<file path="src/rtl/demux_stage.sv">
// Registered 1-to-N stream demultiplexer: one head register feeding N one-hot valid ports.
// Build option DEMUX_SKID_EN adds a one-entry skid buffer so in_ready is a pure register output.
module demux_stage #(
   parameter int WIDTH = 32,
   parameter int N_OUT = 2,
   parameter int SEL_W = (N_OUT > 1) ? $clog2(N_OUT) : 1
) (
   input  logic             clk,
   input  logic             rst_n,
   input  logic [WIDTH-1:0] in_data,
   input  logic [SEL_W-1:0] in_sel,
   input  logic             in_valid,
   output logic             in_ready,
   output logic [WIDTH-1:0] out_data,
   output logic [N_OUT-1:0] out_valid,
   input  logic [N_OUT-1:0] out_ready,
   output logic [7:0]       drop_cnt
);

   // Handshake: a beat moves on a rising edge when valid && ready on that link;
   // valid never waits for ready, and a held beat stays stable until it moves.
   logic             head_valid;
   logic [SEL_W-1:0] head_sel;
   logic [WIDTH-1:0] head_data;

   logic head_fire;
   logic head_open;
   logic accept;
   logic in_range;
   logic push;

   always_comb begin
      out_valid = '0;
      for (int k = 0; k < N_OUT; k++) begin
         out_valid[k] = head_valid && (head_sel == SEL_W'(k));
      end
   end

   assign out_data  = head_data;
   assign head_fire = |(out_valid & out_ready);
   assign head_open = !head_valid || head_fire;
   assign accept    = in_valid && in_ready;
   assign in_range  = (32'(in_sel) < 32'(N_OUT));
   assign push      = accept && in_range;

`ifdef DEMUX_SKID_EN
   logic             skid_valid;
   logic [SEL_W-1:0] skid_sel;
   logic [WIDTH-1:0] skid_data;

   assign in_ready = !skid_valid;

   // A full skid blocks the input, so a skid-to-head move never races a new push.
   always_ff @(posedge clk or negedge rst_n) begin
      if (!rst_n) begin
         head_valid <= 1'b0;
         head_sel   <= '0;
         head_data  <= '0;
         skid_valid <= 1'b0;
         skid_sel   <= '0;
         skid_data  <= '0;
      end else if (head_open) begin
         if (skid_valid) begin
            head_valid <= 1'b1;
            head_sel   <= skid_sel;
            head_data  <= skid_data;
            skid_valid <= 1'b0;
         end else if (push) begin
            head_valid <= 1'b1;
            head_sel   <= in_sel;
            head_data  <= in_data;
         end else begin
            head_valid <= 1'b0;
         end
      end else if (push) begin
         skid_valid <= 1'b1;
         skid_sel   <= in_sel;
         skid_data  <= in_data;
      end
   end
`else
   assign in_ready = head_open;

   always_ff @(posedge clk or negedge rst_n) begin
      if (!rst_n) begin
         head_valid <= 1'b0;
         head_sel   <= '0;
         head_data  <= '0;
      end else if (head_open) begin
         head_valid <= push;
         if (push) begin
            head_sel  <= in_sel;
            head_data <= in_data;
         end
      end
   end
`endif

   // Out-of-range beats are consumed here and never reach the head.
   always_ff @(posedge clk or negedge rst_n) begin
      if (!rst_n) begin
         drop_cnt <= '0;
      end else if (accept && !in_range && (drop_cnt != 8'hFF)) begin
         drop_cnt <= drop_cnt + 8'd1;
      end
   end

endmodule
</file>
<file path="config.mk">
export PLATFORM = sky130hd
export DESIGN_NAME = demux_stage
export DESIGN_NICKNAME = d
export VERILOG_FILES = /design/src/rtl/demux_stage.sv
export SDC_FILE = /design/constraint.sdc
export NUM_CORES = 1
export LEC_CHECK = 0
export BUFFER_PORTS_ARGS = -buffer_cell sky130_fd_sc_hd__buf_2
export CORE_ASPECT_RATIO = 1.75
export CORE_MARGIN = 3
export CORE_UTILIZATION = 40
export DETAILED_ROUTE_END_ITERATION = 7
export GPL_TIMING_DRIVEN = 0
export PLACE_DENSITY = 0.73
export SLEW_MARGIN = 40
export SYNTH_ARGS = -nofsm -noshare
export SYNTH_HDL_FRONTEND = slang
export SYNTH_SLANG_ARGS = --single-unit
</file>
<file path="constraint.sdc">
create_clock -name clk -period 3.4 [get_ports clk]
set_clock_uncertainty 0.1 [all_clocks]
set_input_delay 0.85 -clock clk [delete_from_list [all_inputs] [get_ports clk]]
set_output_delay 0.85 -clock clk [all_outputs]
set_load 0.02 [all_outputs]
</file>
=== Yosys cells after proc, flatten, opt, wreduce, memory -nomap -nowiden ===
Index checks and enable logic that the tools add are counted.

* Register bits after elaboration: 34
* Latch bits: 0
* Bits in writable memories: 0
* ROM bits: 0
* Input bits: 38
* Output and inout port bits: 43
* Logic and storage cells: 12
* Memories: 0

* Add/sub/neg operators: 0
* Multipliers: 0
* Div/mod/pow operators: 0
* Order comparisons: 0
* Equal/unequal tests: 0
* Shifts and indexed selects: 0
* Multiplexer cells: 0
* Bitwise gates (word level): 2
* Reductions and logical operators: 7

{| class="wikitable"
|+ Operators by type and width
! operator !! count
|-
| logical AND 1 bit || 3
|-
| bitwise AND 2 bit || 1
|-
| AND reduction 2 bit || 1
|-
| OR reduction 2 bit || 1
|-
| zero test 1 bit || 1
|-
| logical OR 1 bit || 1
|-
| inverter 1 bit || 1
|}

=== Depth between registers and ports, before layout ===
Gate-level depths: netlist of run 1.

* Depth after elaboration: 7
* Depth in mapped cells: 4
* Gate-level depth less buffers: 3

=== Worst setup path before layout of run 1 ===
No wires, ideal clock.

* Path kind: input port to output port
* From: input port out_ready[1]
* To: output port in_ready
* Data arrival time: 1231 ps
* Data required time: 2450 ps
* Slack: 1219 ps
* Stages on the path: 2
* Path buffers: 0
* Cells stage by stage: mux2i_1 -> nand2_1

* Longest elaborated chain between the ends: 3

{| class="wikitable"
|+ RTL lines
! item !! line !! source
|-
| start, declared || 16 || <nowiki>input logic [N_OUT-1:0] out_ready,</nowiki>
|-
| bitwise AND 2 bit || 40 || <nowiki>assign head_fire = |(out_valid & out_ready);</nowiki>
|-
| OR reduction 2 bit || 40 ||
|-
| logical OR 1 bit || 41 || <nowiki>assign head_open = !head_valid || head_fire;</nowiki>
|-
| end, declared || 13 || <nowiki>output logic in_ready,</nowiki>
|}

Every way passes these cells.

=== Worst setup path after layout of run 1 ===
Same ends and word-level chain as after synthesis.

==> impl_metrics.json, run 1 <==
{
  "outcome": "finished, final reports clean",
  "synth_cell_types": 15,
  "rows": 27,
  "drc": 0,
  "wl_per_cell_microns": 12.88,
  "crit_path_start_kind": "input port",
  "die-area_sq_um": 4229,
  "setup_viol": 0,
  "endpoint_kind": "output port",
  "min_from": "out_data[6]$_DFFE_PN0P_",
  "ir_drop_mv": 0.3971,
  "start_util_pct": 42.67,
  "core-area_sq_um": 3243,
  "final_cells": 219,
  "nets": 213,
  "dr.first_iter.drc_count": 11,
  "drive_gt1_share_pct": 70.45,
  "yosysTopAreaCellShare_pct": 61.48,
  "hold_depth": 1,
  "crit_type": "in2out",
  "area_delta_synth_final_pct": 39.51,
  "period_needed_ps": 2412,
  "ios": 81,
  "die_x_microns": 50.46,
  "hold_viol": 0,
  "top_layer_used": "met4",
  "path_clk_slew_ps": 60,
  "dr_wl_met3_microns": 214,
  "cts_root_buf": "clkbuf_8",
  "synth_area_sq_um": 1384,
  "critPathLaunch": "out_ready[1]",
  "first_global_vias": 973,
  "r2r_start": "head_sel$_DFFE_PN0P_",
  "routed_wl_mm": 2.820,
  "antenna_cells": 0,
  "yosys-top-cells-area": "dfrtp_1, mux2_2, buf_4",
  "fill_cells": 276,
  "grt_pass1_wl_mm": 4.464,
  "htreeDepth": 2,
  "min_path_type": "reg2reg",
  "vias": 985,
  "ys_seq_area_share_pct": 61.48,
  "grt_overflow": 0,
  "grt_setup_unrepaired": "false",
  "powerDensity_nw_per_um2": 636.8,
  "leakage_nw": 0.9821,
  "numCtsBuffers": 5,
  "port_buffers": 72,
  "regArea_sq_um": 850.8,
  "vias_per_cell": 4.498,
  "relSlewSlack_pct": 52.16,
  "fin_crit_sh_pct": 70.94,
  "cts_tree": "done",
  "slew_viol_final": 0,
  "die_height_microns": 83.81,
  "clk_latency_ps": 280,
  "met2_length_mm": 1.647,
  "numClockSinks": 34,
  "layout_common_cells": "buf_2, dfrtp_1, mux2_2",
  "synth_seq_cells": 34,
  "crit_required_ps": 2450,
  "met1Wirelength_microns": 873,
  "routabilityCongestion": 0.6619,
  "final_common_cell": "buf_2",
  "synth_warnings": 0,
  "grt_use_total_pct": 14.01,
  "dp_cells": 211,
  "final.setup.tns_ps": 0,
  "multi_input_area_sq_um": 461.7,
  "worst_slew_pin_slew_ps": 717.7,
  "synth_largest_area_cell": "dfrtp_1",
  "syn_inst": 89,
  "cp.arrival_ps": 1460,
  "grt_max_degree": 35,
  "drv_cap": 0,
  "syn_area_per_cell_sq_um": 15.55,
  "ant_nets": 0,
  "hold_buffers": 0,
  "drt-pass1-iter-count": 4,
  "ctsLongestPathBuffers": 2,
  "cts_setup_buffers": 0,
  "crit_path_max_fanout": 2,
  "cts-resized-gates": 0,
  "place_hpwl_mm": 2.244,
  "antenna_found_initial": 0,
  "rr_worst_depth": 4,
  "fmax_mhz": 414.6
}
-- cells by family after synthesis --
family / Yosys count / synth area share, %
mux: 33 / 26.76
simple gates: 5 / 1.989
buf+inv: 12 / 7.052
flops: 34 / 61.48
compound gates: 4 / 2.441
other cells: 1 / 0.2710
-- cells in the mapped netlist, drive strengths merged --
cell,n
nand2b,2
a21o,1
o21ai,1
conb,1
buf,11
nor2,1
inv,1
mux2i,1
a22o,1
a21boi,1
nand2,1
mux2,32
and2,1
dfrtp,34
-- state kept, by name (all words and copies together), names as in the netlist --
signal and count:
out_data 32, head_valid 1, head_sel 1
-- layer usage --
layer | global-route usage [%] | up-vias
met4 | 7.843 | 0
met1 | 13.33 | 473
met2 | 25.12 | 44
li1 | - | 459
met5 | 0 | -
met3 | 4.651 | 9
-- layout make-up --
| type | instances | area share [%] |
|---|---|---|
| Buffer | 11 | 4.861 |
| Clock buffer | 7 | 3.953 |
| Clock inverter | 1 | 1.555 |
| Inverter | 1 | 0.1944 |
| Multi-Input combinational cell | 50 | 23.91 |
| Sequential cell | 34 | 44.07 |
| Tap cell | 43 | 2.787 |
| Timing Repair Buffer | 72 | 18.66 |
-- power by group --
| part | total, mW | switching, mW | internal, mW | leakage [nW] |
|---|---|---|---|---|
| registers | 0.523 | 0.0390 | 0.484 | 0.395 |
| logic | 0.354 | 0.197 | 0.156 | 0.534 |
| clock network | 0.353 | 0.134 | 0.219 | 0.0524 |
-- final timing paths --
| check | slack [ps] | endpoint |
|---|---|---|
| worst max-delay path | 990 | in_ready |
| worst min-delay path | 400 | out_data[6]$_DFFE_PN0P_ |
| worst max register to register | 1670 | out_data[20]$_DFFE_PN0P_ |
| worst min register to register | 400 | out_data[6]$_DFFE_PN0P_ |
| max in group asynchronous | 2210 | out_data[12]$_DFFE_PN0P_ |
| min in group asynchronous | 530 | out_data[3]$_DFFE_PN0P_ |
-- metrics by stage --
step	util (%)	power [mW]	worst slack, ps	area, sq um	hold slack (ps)
2_1_floorplan	-	0.7559	1219	1410	443.8
3_3_place_gp	56.25	0.8762	1029	1824	384.7
3_5_place_dp	56.25	0.8907	1009	1824	390.0
4_1_cts	59.53	1.249	1007	1931	404.1
5_1_grt	59.53	1.296	964.5	1931	410.6
6_report	59.53	1.229	988.2	1931	399.2
-- critical path: stages --
cell     delay (ps)
buf_2           110
mux2i_1         230
nand2_1         110
buf_2           170
Power figures use the tool's default switching activity.
==> run 2, diff against run 1 <==
--- a/config.mk
+++ b/config.mk
@@ -8,7 +8,7 @@
 export BUFFER_PORTS_ARGS = -buffer_cell sky130_fd_sc_hd__buf_2
 export CORE_ASPECT_RATIO = 1.75
 export CORE_MARGIN = 3
-export CORE_UTILIZATION = 40
+export CORE_UTILIZATION = 38
 export DETAILED_ROUTE_END_ITERATION = 7
 export GPL_TIMING_DRIVEN = 0
 export PLACE_DENSITY = 0.73
==> constraint.sdc (replaced) <==
create_clock -name clk -period 2.1 [get_ports clk]
set_clock_uncertainty 0.1 [all_clocks]
set_input_delay 0.525 -clock clk [delete_from_list [all_inputs] [get_ports clk]]
set_output_delay 0.525 -clock clk [all_outputs]
set_load 0.02 [all_outputs]
==> run 2 against run 1 <==
Net effect:
- flip-flop and latch count unchanged
- wire length decreased by 0.18%
- via count shrank 0.61%
- sequential power rose by 62%
- combinational power increased by 63%
- first-iteration DRC count fell by 9.1%
- register-to-register slack got worse by 1300 ps
- clock power is 35% higher
- global-route usage down 0.60 points
- sequential share of layout area is 0.23 points higher
- critical path type is now reg2out
- critical endpoint unchanged
- largest cell class unchanged
==> impl_metrics.json, run 2 (synthesized netlist as in run 1, its figures left out) <==
{
  "outcome": "finished, final reports clean",
  "dp_slack_ps": 226.5,
  "final_common_cell": "buf_2",
  "cts_tree": "done",
  "cp_top_family": "flip-flops",
  "hold_buffers": 0,
  "numClockSinks": 34,
  "grt_max_degree": 35,
  "port_buffers": 72,
  "crit_path_start_kind": "flip-flop",
  "drive_gt1_share_pct": 71.02,
  "cts_root_buf": "clkbuf_8",
  "powerDensity_nw_per_um2": 988.9,
  "drt-pass1-iter-count": 2,
  "worstPathCellList": "mux2i_1 -> nand2_1 -> buf_2",
  "p_sw_mw": 0.5982,
  "worstReg2RegEnd": "out_data[0]$_DFFE_PN0P_",
  "grt_overflow": 0,
  "grt_use_total_pct": 13.41,
  "cts_setup_buffers": 0,
  "regArea_sq_um": 850.8,
  "slew_viol_final": 0,
  "dp_cells": 213,
  "r2r_start": "head_sel$_DFFE_PN0P_",
  "min_path_type": "in2async",
  "fmax_mhz": 524.2,
  "internal_power_mw": 1.301,
  "vias_per_cell": 4.430,
  "die_x_microns": 51.62,
  "drv_cap": 0,
  "ant_nets": 0,
  "start_util_pct": 40.31,
  "cp.arrival_ps": 1280,
  "switching_share_pct": 31.50,
  "largest_reg_flops": 32,
  "antenna_found_initial": 0,
  "ctsLongestPathBuffers": 2,
  "slowest_delay_ps": 430,
  "crit_path_max_fanout": 5,
  "crit_buf_inv": 1,
  "die_height_microns": 85.83,
  "ir_drop_mv": 0.5911,
  "cts-resized-gates": 0,
  "leakage_nw": 0.9787,
  "place_hpwl_mm": 2.259,
  "multi_input_area_sq_um": 461.7,
  "grt_setup_unrepaired": "false",
  "hold_viol": 0,
  "period_needed_ps": 1908,
  "area_delta_synth_final_pct": 38.79,
  "final.setup.tns_ps": 0,
  "grt_pass1_wl_mm": 4.347,
  "die-area_sq_um": 4430,
  "rows": 28,
  "nets": 213,
  "crit_type": "reg2out",
  "ios": 81,
  "antenna_cells": 0,
  "setup_ws_ps": 192.4,
  "layout_common_cells": "buf_2, dfrtp_1, mux2_2",
  "fin_crit_sh_pct": 90.84,
  "clock_power_share_pct": 25.1,
  "crit_required_ps": 1470,
  "crit_slowest_cell": "dfrtp_1",
  "p_comb_share_pct": 30.4,
  "endpoint_kind": "output port",
  "rr_worst_depth": 4,
  "core-area_sq_um": 3433,
  "first_global_vias": 1018,
  "wl_per_cell_microns": 12.74,
  "htreeDepth": 2,
  "vias": 979,
  "setup_viol": 0,
  "clk_latency_ps": 270,
  "numCtsBuffers": 5,
  "routed_wl_mm": 2.815,
  "routabilityCongestion": 0.6142,
  "path_clk_slew_ps": 60,
  "drc": 0,
  "dr.first_iter.drc_count": 10,
  "rrSetupSlack_ps": 370,
  "fill_cells": 325,
  "seqPwrFrac_pct": 44.5,
  "final_cells": 221
}
-- run 2: cell count changes in the layout (fill, tap and decap cells not counted), sizes merged --
cell / before / now
bufinv: 1 / 0
clkinv: 0 / 1
-- run 2: per-stage QoR --
step / power (mW) / hold slack [ps] / instance area, sq um / utilization, %
after floorplan: 1.224 / 129.4 / 1410 / -
after global placement: 1.417 / 383.8 / 1827 / 53.21
after detailed placement: 1.444 / 390.4 / 1827 / 53.21
after CTS: 1.936 / 233.7 / 1918 / 55.87
after global routing: 2.006 / 110.5 / 1921 / 55.94
final: 1.899 / 81.34 / 1921 / 55.94
-- run 2: power groups by stage --
stage / logic (mW) / clock network, mW / registers, mW
2_1_floorplan: 0.210 / 0 / 1.01
3_3_place_gp: 0.568 / 0 / 0.850
3_5_place_dp: 0.585 / 0 / 0.859
4_1_cts: 0.586 / 0.504 / 0.846
5_1_grt: 0.613 / 0.533 / 0.861
6_report: 0.577 / 0.478 / 0.845
-- run 2: per-layer routing --
metal  vias to the layer above  GRT usage (%)  part of all wire (%)
li1                        459              -                     -
met1                       470          11.86                    34
met2                        46          24.83                    56
met3                         4          5.043                   8.6
met4                         0          7.160                   1.2
met5                         -              0                     0
-- run 2: worst max-delay path by stage --
stage	start	to	slack [ps]	cells past startpoint
2_1_floorplan	out_ready[1]	out_data[0]$_DFFE_PN0P_	490	4
3_3_place_gp	out_ready[1]	out_data[25]$_DFFE_PN0P_	290	5
3_5_place_dp	out_ready[1]	out_data[0]$_DFFE_PN0P_	230	5
4_1_cts	head_sel$_DFFE_PN0P_	in_ready	160	3
5_1_grt	head_sel$_DFFE_PN0P_	in_ready	50	3
6_report	head_sel$_DFFE_PN0P_	in_ready	190	3
-- run 2: layout make-up --
type / count / area share [%]
buffer: 11 / 4.886
clock buffer: 7 / 4.495
clock inverter: 1 / 0.2606
inverter: 1 / 0.1954
multi-input combinational: 50 / 24.04
sequential: 34 / 44.30
tap: 45 / 2.932
timing repair buffer: 72 / 18.89
==> run 3, diff against run 2 <==
--- a/config.mk
+++ b/config.mk
@@ -6,12 +6,13 @@
 export NUM_CORES = 1
 export LEC_CHECK = 0
 export BUFFER_PORTS_ARGS = -buffer_cell sky130_fd_sc_hd__buf_2
-export CORE_ASPECT_RATIO = 1.75
+export CORE_ASPECT_RATIO = 0.75
 export CORE_MARGIN = 3
 export CORE_UTILIZATION = 38
 export DETAILED_ROUTE_END_ITERATION = 7
 export GPL_TIMING_DRIVEN = 0
 export PLACE_DENSITY = 0.73
+export SETUP_SLACK_MARGIN = 0.2
 export SLEW_MARGIN = 40
 export SYNTH_ARGS = -nofsm -noshare
 export SYNTH_HDL_FRONTEND = slang
==> run 3 against run 2 <==
Net effect:
- sequential share of layout area decreased by 0.70 points
- die area decreased by 0.47%
- hold slack improved by 12 ps
- clock power is 18% higher
- total power rose by 4.8%
- maximum frequency rose by 5.6%
- highest routed layer unchanged
==> impl_metrics.json, run 3 (synthesized netlist as in run 1, its figures left out) <==
{
  "numClockSinks": 34,
  "crit_required_ps": 1470,
  "setup_ws_ps": 292.9,
  "final.setup.tns_ps": 0,
  "nets": 214,
  "ir_drop_mv": 0.5747,
  "dp_slack_ps": 263.2,
  "layout_common_cells": "buf_2, dfrtp_1, mux2_2",
  "power_mw": 1.991,
  "path_clk_slew_ps": 60,
  "clk_latency_ps": 270,
  "dpl_cell_area_sq_um": 1833,
  "endpoint_kind": "output port",
  "clock_power_share_pct": 28.4,
  "period_needed_ps": 1807,
  "switching_share_pct": 29.81,
  "p_comb_share_pct": 29.1,
  "die_height_microns": 58.26,
  "seqPwrFrac_pct": 42.5,
  "slew_viol_final": 0,
  "htreeDepth": 2,
  "ios": 81,
  "drt-pass1-iter-count": 4,
  "antenna_found_initial": 0,
  "powerDensity_nw_per_um2": 1019,
  "cts_tree": "done",
  "fin_crit_sh_pct": 86.05,
  "place_hpwl_mm": 2.075,
  "start_util_pct": 40.69,
  "rows": 18,
  "worstReg2RegEnd": "out_data[5]$_DFFE_PN0P_",
  "hold_buffers": 0,
  "leakage_nw": 0.9840,
  "grt_overflow": 0,
  "ant_nets": 0,
  "die-area_sq_um": 4409,
  "port_buffers": 72,
  "design_area_sq_um": 1954,
  "routabilityCongestion": 0.6345,
  "fill_cells": 276,
  "worstPathCellList": "mux2i_2 -> nand2_1 -> buf_2",
  "vias": 984,
  "area_delta_synth_final_pct": 41.23,
  "crit_type": "reg2out",
  "cts_root_buf": "clkbuf_8",
  "dr.first_iter.drc_count": 27,
  "final_cells": 227,
  "setup_viol": 0,
  "grt_max_degree": 35,
  "cp.arrival_ps": 1180,
  "vias_per_cell": 4.335,
  "largest_reg_flops": 32,
  "final_common_cell": "buf_2",
  "drc": 0,
  "outcome": "finished, final reports clean",
  "fmax_mhz": 553.4,
  "r2r_start": "head_sel$_DFFE_PN0P_",
  "grt_use_total_pct": 12.95,
  "rr_worst_depth": 4,
  "dp_cells": 218,
  "slowest_delay_ps": 410,
  "numCtsBuffers": 5,
  "grt_setup_unrepaired": "false",
  "core-area_sq_um": 3401,
  "antenna_cells": 0,
  "ctsLongestPathBuffers": 2,
  "drv_cap": 0,
  "crit_path_max_fanout": 2,
  "grt_pass1_wl_mm": 4.264,
  "die_x_microns": 75.68,
  "hold_viol": 0,
  "rrSetupSlack_ps": 410,
  "drive_gt1_share_pct": 71.75,
  "first_global_vias": 1010,
  "crit_slowest_cell": "dfrtp_2",
  "min_path_type": "in2async",
  "internal_power_mw": 1.398,
  "wl_per_cell_microns": 11.81,
  "p_sw_mw": 0.5935,
  "routed_wl_mm": 2.682,
  "crit_path_start_kind": "flip-flop"
}
run 3: through the flow:
| stage | util (%) | hold slack (ps) |
|---|---|---|
| floorplan | - | 129.4 |
| global placement | 53.90 | 383.1 |
| detailed placement | 53.90 | 389.8 |
| CTS | 57.03 | 241.2 |
| global route | 57.47 | 112.1 |
| finish | 57.47 | 93.35 |
run 3: worst max-delay path, delay by kind of cell, from the launching register on:
kind / cells / cell delay [ps]
flops: 1 / 410
mux: 1 / 230
buf+inv: 1 / 170
simple gates: 1 / 100
run 3: cell type report:
class	count	area, sq um	share of cell area (%)
Buffer	11	93.84	4.802
Clock buffer	7	76.32	3.905
Clock inverter	1	30.03	1.536
Inverter	1	3.754	0.1921
Multi-Input combinational cell	50	465.4	23.82
Sequential cell	34	852.1	43.60
Tap cell	50	62.56	3.201
Timing Repair Buffer	73	370.4	18.95
run 3: how the worst max path moves through the flow:
stage	slack [ps]	start	endpoint
detailed placement	260	out_ready[1]	out_data[13]$_DFFE_PN0P_
finish	290	head_sel$_DFFE_PN0P_	in_ready
floorplan	490	out_ready[1]	out_data[0]$_DFFE_PN0P_
global placement	290	out_ready[1]	out_data[14]$_DFFE_PN0P_
global route	230	head_sel$_DFFE_PN0P_	in_ready
CTS	220	head_sel$_DFFE_PN0P_	in_ready
run 3: timing repair:
action,CTS,global route
gates resized for setup,0,2
setup endpoints to repair,0,1
buffers inserted,0,1
run 3: power groups by stage:
stage	Clock [mW]	Sequential, mW	Combinational [mW]
2_1_floorplan	0	1.01	0.210
3_3_place_gp	0	0.850	0.568
3_5_place_dp	0	0.860	0.578
4_1_cts	0.585	0.850	0.578
5_1_grt	0.621	0.865	0.627
6_report	0.566	0.846	0.579
run 3: routing by layer:
metal | GRT usage, % | wire length, microns | up-vias
met3 | 5.026 | 312 | 2
li1 | - | - | 463
met2 | 21.28 | 1199 | 60
met5 | 0 | 0 | -
met4 | 4.489 | 12 | 0
met1 | 15.43 | 1157 | 459
